--- config.mk ---
export PLATFORM = sky130hd
export DESIGN_NAME = divisor_scheduler_flat
export DESIGN_NICKNAME = d
export VERILOG_FILES = /design/src/rtl/divisor_scheduler_if.sv /design/src/rtl/divisor_scheduler.sv /design/src/flat_wrapper.sv
export SDC_FILE = /design/constraint.sdc
export NUM_CORES = 1
export LEC_CHECK = 0
export ABC_AREA = 1
export CAP_MARGIN = 40
export CORE_AREA = 2 2 179 181
export CTS_BUF_LIST = sky130_fd_sc_hd__clkbuf_16
export DETAILED_ROUTE_END_ITERATION = 12
export DIE_AREA = 0 0 181 183
export SYNTH_ARGS = -nofsm -noshare
export SYNTH_HDL_FRONTEND = slang
export SYNTH_SLANG_ARGS = --single-unit
export TNS_END_PERCENT = 20
--- constraint.sdc ---
create_clock -name CLK -period 3.8 [get_ports CLK]
set_input_delay 0.57 -clock CLK [delete_from_list [all_inputs] [get_ports CLK]]
set_output_delay 0.57 -clock CLK [all_outputs]
set_load 0.01 [all_outputs]
--- src/rtl/divisor_scheduler_if.sv ---
// Requester, response and divider-side signals of divisor_scheduler.
// slave = scheduler side, master = requesters plus attached divider.
interface divisor_scheduler_if #(
  parameter int tamanyo = 32,
  parameter int NREQ    = 4
);
  logic [NREQ-1:0]         req_valid;
  logic [NREQ-1:0]         req_ready;
  logic [NREQ*tamanyo-1:0] req_num;
  logic [NREQ*tamanyo-1:0] req_den;
  logic [NREQ-1:0]         rsp_valid;
  logic [tamanyo-1:0]      rsp_coc;
  logic [tamanyo-1:0]      rsp_res;
  logic                    rsp_err;
  logic                    sync_err;
  logic                    div_start;
  logic [tamanyo-1:0]      div_num;
  logic [tamanyo-1:0]      div_den;
  logic [tamanyo-1:0]      div_coc;
  logic [tamanyo-1:0]      div_res;
  logic                    div_done;

  modport slave (
    input  req_valid, req_num, req_den,
    input  div_coc, div_res, div_done,
    output req_ready, rsp_valid, rsp_coc, rsp_res,
    output rsp_err, sync_err,
    output div_start, div_num, div_den
  );

  modport master (
    output req_valid, req_num, req_den,
    output div_coc, div_res, div_done,
    input  req_ready, rsp_valid, rsp_coc, rsp_res,
    input  rsp_err, sync_err,
    input  div_start, div_num, div_den
  );
endinterface

--- src/rtl/divisor_scheduler.sv ---
// Round-robin scheduler sharing one pipelined divider among NREQ requesters.
// Define DIVSCHED_DIV0_CHECK_EN to force a fixed result on divide-by-zero.
module divisor_scheduler #(
  parameter int tamanyo = 32,
  parameter int NREQ    = 4,
  parameter int MAX_OUT = 4
) (
  input logic          CLK,
  input logic          RSTa,
  divisor_scheduler_if.slave bus
);
  localparam int LAT = 2*tamanyo+1;
  localparam int IDW = $clog2(NREQ);
  localparam int CW  = $clog2(MAX_OUT+1);
  localparam logic [CW-1:0]  MAXC = CW'(MAX_OUT);
  localparam logic [IDW-1:0] LASTI = IDW'(NREQ-1);

`ifdef DIVSCHED_DIV0_CHECK_EN
  typedef struct packed {
    logic           v;
    logic [IDW-1:0] id;
    logic           z;
  } tag_t;
`else
  typedef struct packed {
    logic           v;
    logic [IDW-1:0] id;
  } tag_t;
`endif

  tag_t [LAT-1:0]          tag_q, tag_d;
  tag_t                    new_tag;
  logic [NREQ-1:0][CW-1:0] cnt_q, cnt_d;
  logic [IDW-1:0]          ptr_q, ptr_d;
  logic                    sync_err_q, sync_err_d;
  logic [NREQ-1:0]         elig, gnt, rsp;
  logic [IDW-1:0]          gid, idx;
  logic                    found, hit;
  logic [tamanyo-1:0]      num, den;

  // Tag head owns whatever the divider retires this cycle
  always_comb begin
    rsp = '0;
    hit = bus.div_done & tag_q[0].v;
    if (hit) rsp[tag_q[0].id] = 1'b1;
  end

  // A credit freed by this cycle's response is usable immediately
  always_comb begin
    elig = '0;
    for (int i = 0; i < NREQ; i++)
      elig[i] = RSTa & bus.req_valid[i] &
                ((cnt_q[i] < MAXC) | rsp[i]);
  end

  always_comb begin
    gnt   = '0;
    gid   = ptr_q;
    found = 1'b0;
    idx   = '0;
    for (int k = 1; k <= NREQ; k++) begin
      idx = IDW'((int'(ptr_q) + k) % NREQ);
      if (!found && elig[idx]) begin
        found    = 1'b1;
        gnt[idx] = 1'b1;
        gid      = idx;
      end
    end
  end

  always_comb begin
    num = '0;
    den = '0;
    for (int i = 0; i < NREQ; i++) begin
      if (gnt[i]) begin
        num = bus.req_num[i*tamanyo +: tamanyo];
        den = bus.req_den[i*tamanyo +: tamanyo];
      end
    end
  end

  always_comb begin
    new_tag    = '0;
    new_tag.v  = found;
    new_tag.id = gid;
`ifdef DIVSCHED_DIV0_CHECK_EN
    new_tag.z  = found & (den == '0);
`endif
    tag_d      = {new_tag, tag_q[LAT-1:1]};
    ptr_d      = found ? gid : ptr_q;
    sync_err_d = sync_err_q | (bus.div_done != tag_q[0].v);
    for (int i = 0; i < NREQ; i++)
      cnt_d[i] = cnt_q[i] + CW'(gnt[i]) - CW'(rsp[i]);
  end

  always_comb begin
    bus.req_ready = gnt;
    bus.div_start = found;
    bus.div_num   = num;
    bus.div_den   = den;
    bus.rsp_valid = rsp;
    bus.rsp_coc   = hit ? bus.div_coc : '0;
    bus.rsp_res   = hit ? bus.div_res : '0;
    bus.rsp_err   = 1'b0;
    bus.sync_err  = sync_err_q;
`ifdef DIVSCHED_DIV0_CHECK_EN
    if (hit && tag_q[0].z) begin
      bus.rsp_coc = '1;
      bus.rsp_res = '0;
      bus.rsp_err = 1'b1;
    end
`endif
  end

  always_ff @(posedge CLK or negedge RSTa) begin
    if (!RSTa) begin
      tag_q      <= '0;
      cnt_q      <= '0;
      ptr_q      <= LASTI;
      sync_err_q <= 1'b0;
    end else begin
      tag_q      <= tag_d;
      cnt_q      <= cnt_d;
      ptr_q      <= ptr_d;
      sync_err_q <= sync_err_d;
    end
  end
endmodule
--- src/flat_wrapper.sv ---
// flat-port wrapper written by rule: the top's interface ports become plain ports
module divisor_scheduler_flat 
#(
  parameter int tamanyo = 32,
  parameter int NREQ    = 4,
  parameter int MAX_OUT = 4
)
  (CLK, RSTa, bus_req_valid, bus_req_num, bus_req_den, bus_div_coc, bus_div_res, bus_div_done, bus_req_ready, bus_rsp_valid, bus_rsp_coc, bus_rsp_res, bus_rsp_err, bus_sync_err, bus_div_start, bus_div_num, bus_div_den);
  divisor_scheduler_if #(.tamanyo(tamanyo), .NREQ(NREQ)) bus_i ();
  input logic CLK;
  input logic RSTa;
  input wire logic [$bits(bus_i.req_valid)-1:0] bus_req_valid;
  input wire logic [$bits(bus_i.req_num)-1:0] bus_req_num;
  input wire logic [$bits(bus_i.req_den)-1:0] bus_req_den;
  input wire logic [$bits(bus_i.div_coc)-1:0] bus_div_coc;
  input wire logic [$bits(bus_i.div_res)-1:0] bus_div_res;
  input wire logic [$bits(bus_i.div_done)-1:0] bus_div_done;
  output wire logic [$bits(bus_i.req_ready)-1:0] bus_req_ready;
  output wire logic [$bits(bus_i.rsp_valid)-1:0] bus_rsp_valid;
  output wire logic [$bits(bus_i.rsp_coc)-1:0] bus_rsp_coc;
  output wire logic [$bits(bus_i.rsp_res)-1:0] bus_rsp_res;
  output wire logic [$bits(bus_i.rsp_err)-1:0] bus_rsp_err;
  output wire logic [$bits(bus_i.sync_err)-1:0] bus_sync_err;
  output wire logic [$bits(bus_i.div_start)-1:0] bus_div_start;
  output wire logic [$bits(bus_i.div_num)-1:0] bus_div_num;
  output wire logic [$bits(bus_i.div_den)-1:0] bus_div_den;
  assign bus_i.req_valid = bus_req_valid;
  assign bus_i.req_num = bus_req_num;
  assign bus_i.req_den = bus_req_den;
  assign bus_i.div_coc = bus_div_coc;
  assign bus_i.div_res = bus_div_res;
  assign bus_i.div_done = bus_div_done;
  assign bus_req_ready = bus_i.req_ready;
  assign bus_rsp_valid = bus_i.rsp_valid;
  assign bus_rsp_coc = bus_i.rsp_coc;
  assign bus_rsp_res = bus_i.rsp_res;
  assign bus_rsp_err = bus_i.rsp_err;
  assign bus_sync_err = bus_i.sync_err;
  assign bus_div_start = bus_i.div_start;
  assign bus_div_num = bus_i.div_num;
  assign bus_div_den = bus_i.div_den;
  divisor_scheduler #(.tamanyo(tamanyo), .NREQ(NREQ), .MAX_OUT(MAX_OUT)) u_core (.CLK(CLK), .RSTa(RSTa), .bus(bus_i));
endmodule
==> results of run 1 <==
[stage by stage]
step | setup TNS, ns | total power [mW] | hold slack, ns | cell area, um^2
detailed placement | -19.17 | 12.9 | 0.335 | 14800
global placement | -15.91 | 12.9 | 0.333 | 14800
floorplan | 0 | 7.61 | 0.274 | 9190
CTS | -0.527 | 14.5 | 0.344 | 15400
global route | -0.750 | 15.6 | 0.350 | 15600
finish | 0 | 14.7 | 0.321 | 15600
[area by class of cell]
cell class | instances | area [um^2]
diodes | 4 | 10.0
clock buffers | 19 | 475
clock inverters | 13 | 60.1
fillers | 2925 | 15600
inverters | 160 | 611
multi-input cells | 624 | 3190
flip-flops and latches | 210 | 5260
well taps | 402 | 503
repair buffers | 557 | 5480
[critical path, delay by kind of cell]
family	cells	cell delay, ns
compound gates	3	0.43
simple gates	6	0.76
buf+inv	7	1.37
[per-layer routing]
metal	share of wire [%]	vias to the layer above	wire length [um]
met5	0.31	-	134
met4	1.7	20	741
met3	12	60	5030
met2	39	477	16700
met1	48	4261	20600
li1	-	4247	-
[synthesized netlist by cell type (all sizes together) (2+ instances only)]
cell type  instances  area share, %
inv              160            6.5
clkbuf             7           0.29
xnor2              7           0.67
a21oi            195             11
o21ai              2           0.11
nor2              72            3.0
nand3             26            1.6
buf               51            4.1
dfstp              2           0.57
xor2               3           0.29
fa                 4           0.87
nand2            294             12
dfrtp            208             57
ha                16            2.2
[registers in the layout (all words and copies together) (netlist names)]
| name | cells |
|---|---|
| u_core.bus.sync_err | 1 |
| u_core.cnt_q | 12 |
| u_core.ptr_q | 2 |
| u_core.tag_d | 192 |
| u_core.tag_q | 3 |
[power groups by stage]
stage | clock network [mW] | logic [mW] | registers, mW
4_1_cts | 1.71 | 9.54 | 3.26
3_3_place_gp | 0 | 9.66 | 3.25
2_1_floorplan | 0 | 4.43 | 3.18
6_report | 1.65 | 9.81 | 3.25
3_5_place_dp | 0 | 9.67 | 3.26
5_1_grt | 1.83 | 10.5 | 3.32
[cells by family (layout without fill, tap and decap cells)]
kind of cell             count (synthesis)  count (layout)  share of synthesized area [%]
AND/OR/NAND/NOR                        393             394                           16.9
buffers and inverters                  218             749                           10.9
flip-flops                             210             210                           57.2
AO/OA/AOI/OAI                          199             199                           10.9
adder cells (fa/ha/maj)                 20              20                           3.05
XOR/XNOR                                10              10                          0.953
other                                    1               5                         0.0408
[final timing paths]
| check | start | end | slack, ns | cells after the start |
|---|---|---|---|---|
| worst min register to register | u_core.tag_d[108] | u_core.tag_d[105] | 0.34 | 0 |
| min in group CLK | u_core.tag_d[108] | u_core.tag_d[105] | 0.34 | 0 |
| worst max-delay path | bus_req_valid[3] | bus_div_den[1] | 0.11 | 16 |
| worst min-delay path | RSTa | u_core.tag_d[167] | 0.32 | 2 |
| max in group asynchronous | RSTa | u_core.tag_d[9] | 2.68 | 2 |
| worst max register to register | u_core.tag_q[2] | u_core.cnt_q[11] | 0.41 | 21 |
[repair_timing]
action                     in CTS  in global routing
setup endpoints to repair      65                 67
setup buffers                   6                  7
gates resized for setup       250                 47
hold endpoints to repair        3                  0
hold buffers                    1                  0
cloned                          5                  1
pin swaps                      13                 21
==> summary.md, run 1 <==
| Metric | Value |
|---|---|
| Status | `complete, no violations` |
| Vias/cell | `around 4.6` |
| Critical Path Start Type | `input pin` |
| Max_slew headroom | `between 20% and 30%` |
| Starting Density | `29.4%` |
| CTS tree | `yes` |
| Share of cells above drive strength 1 | `between 10% and 20%` |
| Largest net degree at the start of global routing | `208` |
| Starting DRC count in detailed routing | `between 800 and 900` |
| I/O pin count | `~470` |
| Final Cycle Share | `a little over nine tenths` |
| Yosys reg bits | `210` |
| Total Routed Length | `43.2 mm` |
| Placed cell count | `approximately 1900` |
| Rows | `65` |
| Met1 Use GR | `roughly two fifths` |
| M3 GR Usage | `9.51%` |
| Comb power frac | `between 60% and 70%` |
| Clock share of power | `11.2%` |
| Root buf cell | `clkbuf_16` |
| Most common cell after layout, fill and taps aside | `clkdlybuf4s50_1` |
| CP required | `3.23 ns` |
| Port-buffer cells | `464` |
| NumNets Final | `~1900` |
| Fin util | `around 50%` |
| Netlist cell types | `26` |
| H-tree levels | `1` |
| Pint | `8.19 mW` |
| Initial antenna violation count | `14` |
| Slew Viols, Final | `0` |
| Tmin final | `3.69 ns` |
| Yosys warning count | `0` |
| EDFF count, synth | `0` |
| WS Path Type | `input pin to output port` |
| Die Footprint | `33100 um^2` |
| DRT Pass-1 Iters | `5` |
| Peak supply drop | `a little under 0.5 mV` |
| Slew of the pin with the lowest slew margin | `between 1 and 1.5 ns` |
| Critical Path, Cell by Cell | `clkdlybuf4s50_1 > nand2_1 > inv_1 > nand3_2 > nand3_1 > nand2_2 > nand3_4 > buf_4 > inv_1 > a21oi_1 > nand2_2 > buf_6 > buf_4 > a21oi_1 > a21oi_2 > clkdlybuf4s15_2` |
| Skew final | `around 0.0093 ns` |
| M2 GR Usage | `approximately a third` |
| Skew-Pair Late Insertion Delay | `roughly 0.47 ns` |
| Worst path arrival time | `~3.1 ns` |
| Die Height | `~180 um` |
| Die W | `between 150 and 200 um` |
| Gr ovfl total | `0` |
| Min-delay worst type | `input pin to asynchronous set/reset pin` |
| Top Usage Layer GRT | `met1` |
| Final Hold Viols | `0` |
| RD Place Congestion | `roughly 0.96` |
| Drt drc | `0` |
| Pwr dens | `between 900 and 1000 nW/um^2` |
| Commonest non-fill, non-tap cells in the layout | `clkdlybuf4s50_1 (397), nand2_1 (280), dfrtp_1 (208)` |
| Crit. End Element | `output port` |
| Net switching power | `roughly 6.5 mW` |
| Clk sinks | `210` |
| Vias in the first global route | `8615` |
| Area of the core | `~31000 um^2` |
| Slowest stage delay, CP | `around 0.46 ns` |
| Sw Share | `between 40% and 50%` |
| DRT antenna net count | `0` |
| Routed len/inst | `21.7 um` |
| Global-route usage over all layers | `between 20% and 30%` |
| Synthesized area | `approximately 9000 um^2` |
| Top_reg_cell synth | `dfrtp_1` |
| First-pass GRT wire length | `59.9 mm` |
| Finish-stage setup viols | `0` |
| Pleak | `between 7 and 8 nW` |
| Syn Area/Cell | `about 8.7 um^2` |
| Seq/Total Area, Yosys | `57.2%` |
| CTS Buf Count | `18` |
| Slowest-stage cell, CP | `clkdlybuf4s50_1` |
| Max_cap viols | `0` |
| Non-Filler Instances | `1989` |
| RSZ-0062 raised after global routing | `true` |
| Setup slack after layout | `0.107 ns` |
| DP Wirelength | `around 33 mm` |
| Synth Instances | `between 1000 and 1500` |
| Routed vias | `approximately 9100` |
| Async SR Flop Fraction | `100%` |
| CTS max path bufs | `3` |
| Synthesized Nets | `~1400` |
| Achievable frequency | `271 MHz` |
| Dpl ws | `-0.506 ns` |
| Layout area overhead | `69.6%` |
| Clock Pin Slew Worst Setup and Hold Paths | `approximately 0.070 ns` |
| Critical path fanouts, max | `17` |
| Sequential Power Share | `approximately 22%` |
Power figures use the tool's default switching activity.
==> inputs of run 2 (changes only) <==
--- a/config.mk
+++ b/config.mk
@@ -6,7 +6,6 @@
 export NUM_CORES = 1
 export LEC_CHECK = 0
 export ABC_AREA = 1
-export CAP_MARGIN = 40
 export CORE_AREA = 2 2 179 181
 export CTS_BUF_LIST = sky130_fd_sc_hd__clkbuf_16
 export DETAILED_ROUTE_END_ITERATION = 12
==> results of run 2 <==
Same layout as run 1: the final DEF is identical, and so are final timing and power.
==> inputs of run 3 (changes only) <==
--- a/config.mk
+++ b/config.mk
@@ -8,6 +8,7 @@
 export ABC_AREA = 1
 export CORE_AREA = 2 2 179 181
 export CTS_BUF_LIST = sky130_fd_sc_hd__clkbuf_16
+export CTS_CLUSTER_SIZE = 28
 export DETAILED_ROUTE_END_ITERATION = 12
 export DIE_AREA = 0 0 181 183
 export SYNTH_ARGS = -nofsm -noshare
==> run 3 against run 2 <==
  * Global-route usage unchanged
  * Non-clock buffer count unchanged
  * First-iteration DRC count down 3.9%
  * Highest routed layer unchanged
==> summary.md, run 3 (same netlist as run 1, synthesis figures left out) <==
| Metric | Value |
|---|---|
| Drt drc | `0` |
| Final Hold Viols | `0` |
| Routed len/inst | `21.7 um` |
| Share of cells above drive strength 1 | `~15%` |
| Die W | `between 150 and 200 um` |
| Skew-Pair Late Insertion Delay | `roughly 0.47 ns` |
| First-pass GRT wire length | `roughly 60 mm` |
| Pint | `a little over 8 mW` |
| Total Routed Length | `between 40 and 50 mm` |
| H-tree levels | `1` |
| I/O pin count | `~470` |
| Crit path buf inv count | `6` |
| Most common cell after layout, fill and taps aside | `clkdlybuf4s50_1` |
| Initial antenna violation count | `14` |
| Clock share of power | `roughly 11%` |
| Final Cycle Share | `a little over nine tenths` |
| Max_cap viols | `0` |
| CP required | `roughly 3.2 ns` |
| Layout area overhead | `69.6%` |
| Hold Worst Slack | `0.332 ns` |
| CTS max path bufs | `3` |
| Critical Path Start Type | `input pin` |
| Critical path fanouts, max | `17` |
| WS Path Type | `input pin to output port` |
| Clock Pin Slew Worst Setup and Hold Paths | `around 0.060 ns` |
| Slew Viols, Final | `0` |
| Worst path arrival time | `between 3 and 4 ns` |
| Pleak | `around 7.8 nW` |
| CTS Buf Count | `18` |
| Slowest-stage cell, CP | `clkdlybuf4s50_1` |
| Fin util | `~50%` |
| Area of the core | `~31000 um^2` |
| Status | `complete, no violations` |
| Vias/cell | `between 4 and 5` |
| Largest net degree at the start of global routing | `between 200 and 250` |
| Sw Share | `44.4%` |
| Starting DRC count in detailed routing | `841` |
| CTS tree | `yes` |
| CP Depth | `15` |
| Die Footprint | `33100 um^2` |
| Die Height | `around 180 um` |
| Gr ovfl total | `0` |
| Reg2Reg Depth | `21` |
| Min-delay worst type | `input pin to asynchronous set/reset pin` |
| Crit. End Element | `output port` |
| NumNets Final | `between 1500 and 2000` |
| Slew of the pin with the lowest slew margin | `just over 1 ns` |
| Root buf cell | `clkbuf_16` |
| Skew final | `approximately 0.0098 ns` |
| DRT Pass-1 Iters | `5` |
| Port-buffer cells | `~460` |
| Starting Density | `~30%` |
| Commonest non-fill, non-tap cells in the layout | `clkdlybuf4s50_1 (397), nand2_1 (280), dfrtp_1 (208)` |
| Pwr dens | `about 940 nW/um^2` |
| DRT antenna net count | `0` |
| Achievable frequency | `between 200 and 300 MHz` |
| Number of flip-flops in the largest register | `roughly 190` |
| Clk sinks | `210` |
| DP Wirelength | `between 30 and 40 mm` |
| Rows | `between 60 and 70` |
| RSZ-0062 raised after global routing | `true` |
| Finish-stage setup viols | `0` |
| Routed vias | `9110` |
| Cell family with most CP delay | `buffers and inverters` |
| Comb power frac | `roughly 67%` |
| Tmin final | `3.70 ns` |
| Critical Path, Cell by Cell | `clkdlybuf4s50_1 > nand2_1 > inv_1 > nand3_2 > nand3_1 > nand2_2 > nand3_4 > buf_4 > inv_1 > a21oi_1 > nand2_2 > buf_4 > a21oi_2 > a21oi_1 > dlygate4sd2_1` |
| Max_slew headroom | `about 31%` |
| Global-route usage over all layers | `around a quarter` |
| Sequential Power Share | `~22%` |
| Vias in the first global route | `8616` |
| RD Place Congestion | `about 0.96` |
| Net switching power | `approximately 6.5 mW` |
| Peak supply drop | `0.490 mV` |
| Slowest stage delay, CP | `roughly 0.46 ns` |
run 3: cell counts in the layout (fill, tap and decap cells not counted):
No cell type changed its count.
run 3: timing repair:
action                     in CTS  in global routing
cloned                          5                  1
setup endpoints to repair      65                 67
pin swaps                      13                 21
setup buffers                   6                  7
hold buffers                    1                  0
resized for setup             250                 47
hold endpoints to repair        3                  0
run 3: per-stage QoR:
step | worst slack, ns | setup TNS [ns] | power [mW] | cells | cell area (um^2)
2_1_floorplan | 0.613 | 0 | 7.61 | 1051 | 9190
3_3_place_gp | -0.455 | -15.91 | 12.9 | 1936 | 14800
3_5_place_dp | -0.506 | -19.17 | 12.9 | 1936 | 14800
4_1_cts | -0.0927 | -0.527 | 14.5 | 1980 | 15400
5_1_grt | -0.0840 | -0.750 | 15.6 | 1988 | 15600
6_report | 0.0950 | 0 | 14.7 | 1989 | 15600
run 3: path summary, 6_finish.rpt:
check	startpoint	end	slack, ns
max	bus_req_valid[3]	bus_div_num[19]	0.1
min	RSTa	u_core.tag_d[167]	0.33
max reg2reg	u_core.tag_q[2]	u_core.cnt_q[11]	0.40
min reg2reg	u_core.tag_d[154]	u_core.tag_d[151]	0.34
max in group asynchronous	RSTa	u_core.tag_d[9]	2.70
min in group CLK	u_core.tag_d[154]	u_core.tag_d[151]	0.34
run 3: layer usage:
layer	vias up	GRT usage, %	share of wire [%]
li1	4242	-	-
met1	4285	38.6	48
met2	509	32.7	39
met3	54	9.51	12
met4	20	3.93	1.6
met5	-	0	0.31
run 3: final cells by class:
cell class / instances / area (um^2)
repair buffers: 557 / 5480
inverters: 160 / 611
clock inverters: 13 / 60.1
flip-flops and latches: 210 / 5260
fillers: 2925 / 15600
diodes: 4 / 10.0
multi-input cells: 624 / 3190
clock buffers: 19 / 475
well taps: 402 / 503
run 3: power by group through the flow:
stage | clock network (mW) | logic [mW] | registers, mW
CTS | 1.71 | 9.54 | 3.26
global route | 1.83 | 10.5 | 3.32
finish | 1.65 | 9.83 | 3.25
detailed placement | 0 | 9.67 | 3.26
global placement | 0 | 9.66 | 3.25
floorplan | 0 | 4.43 | 3.18
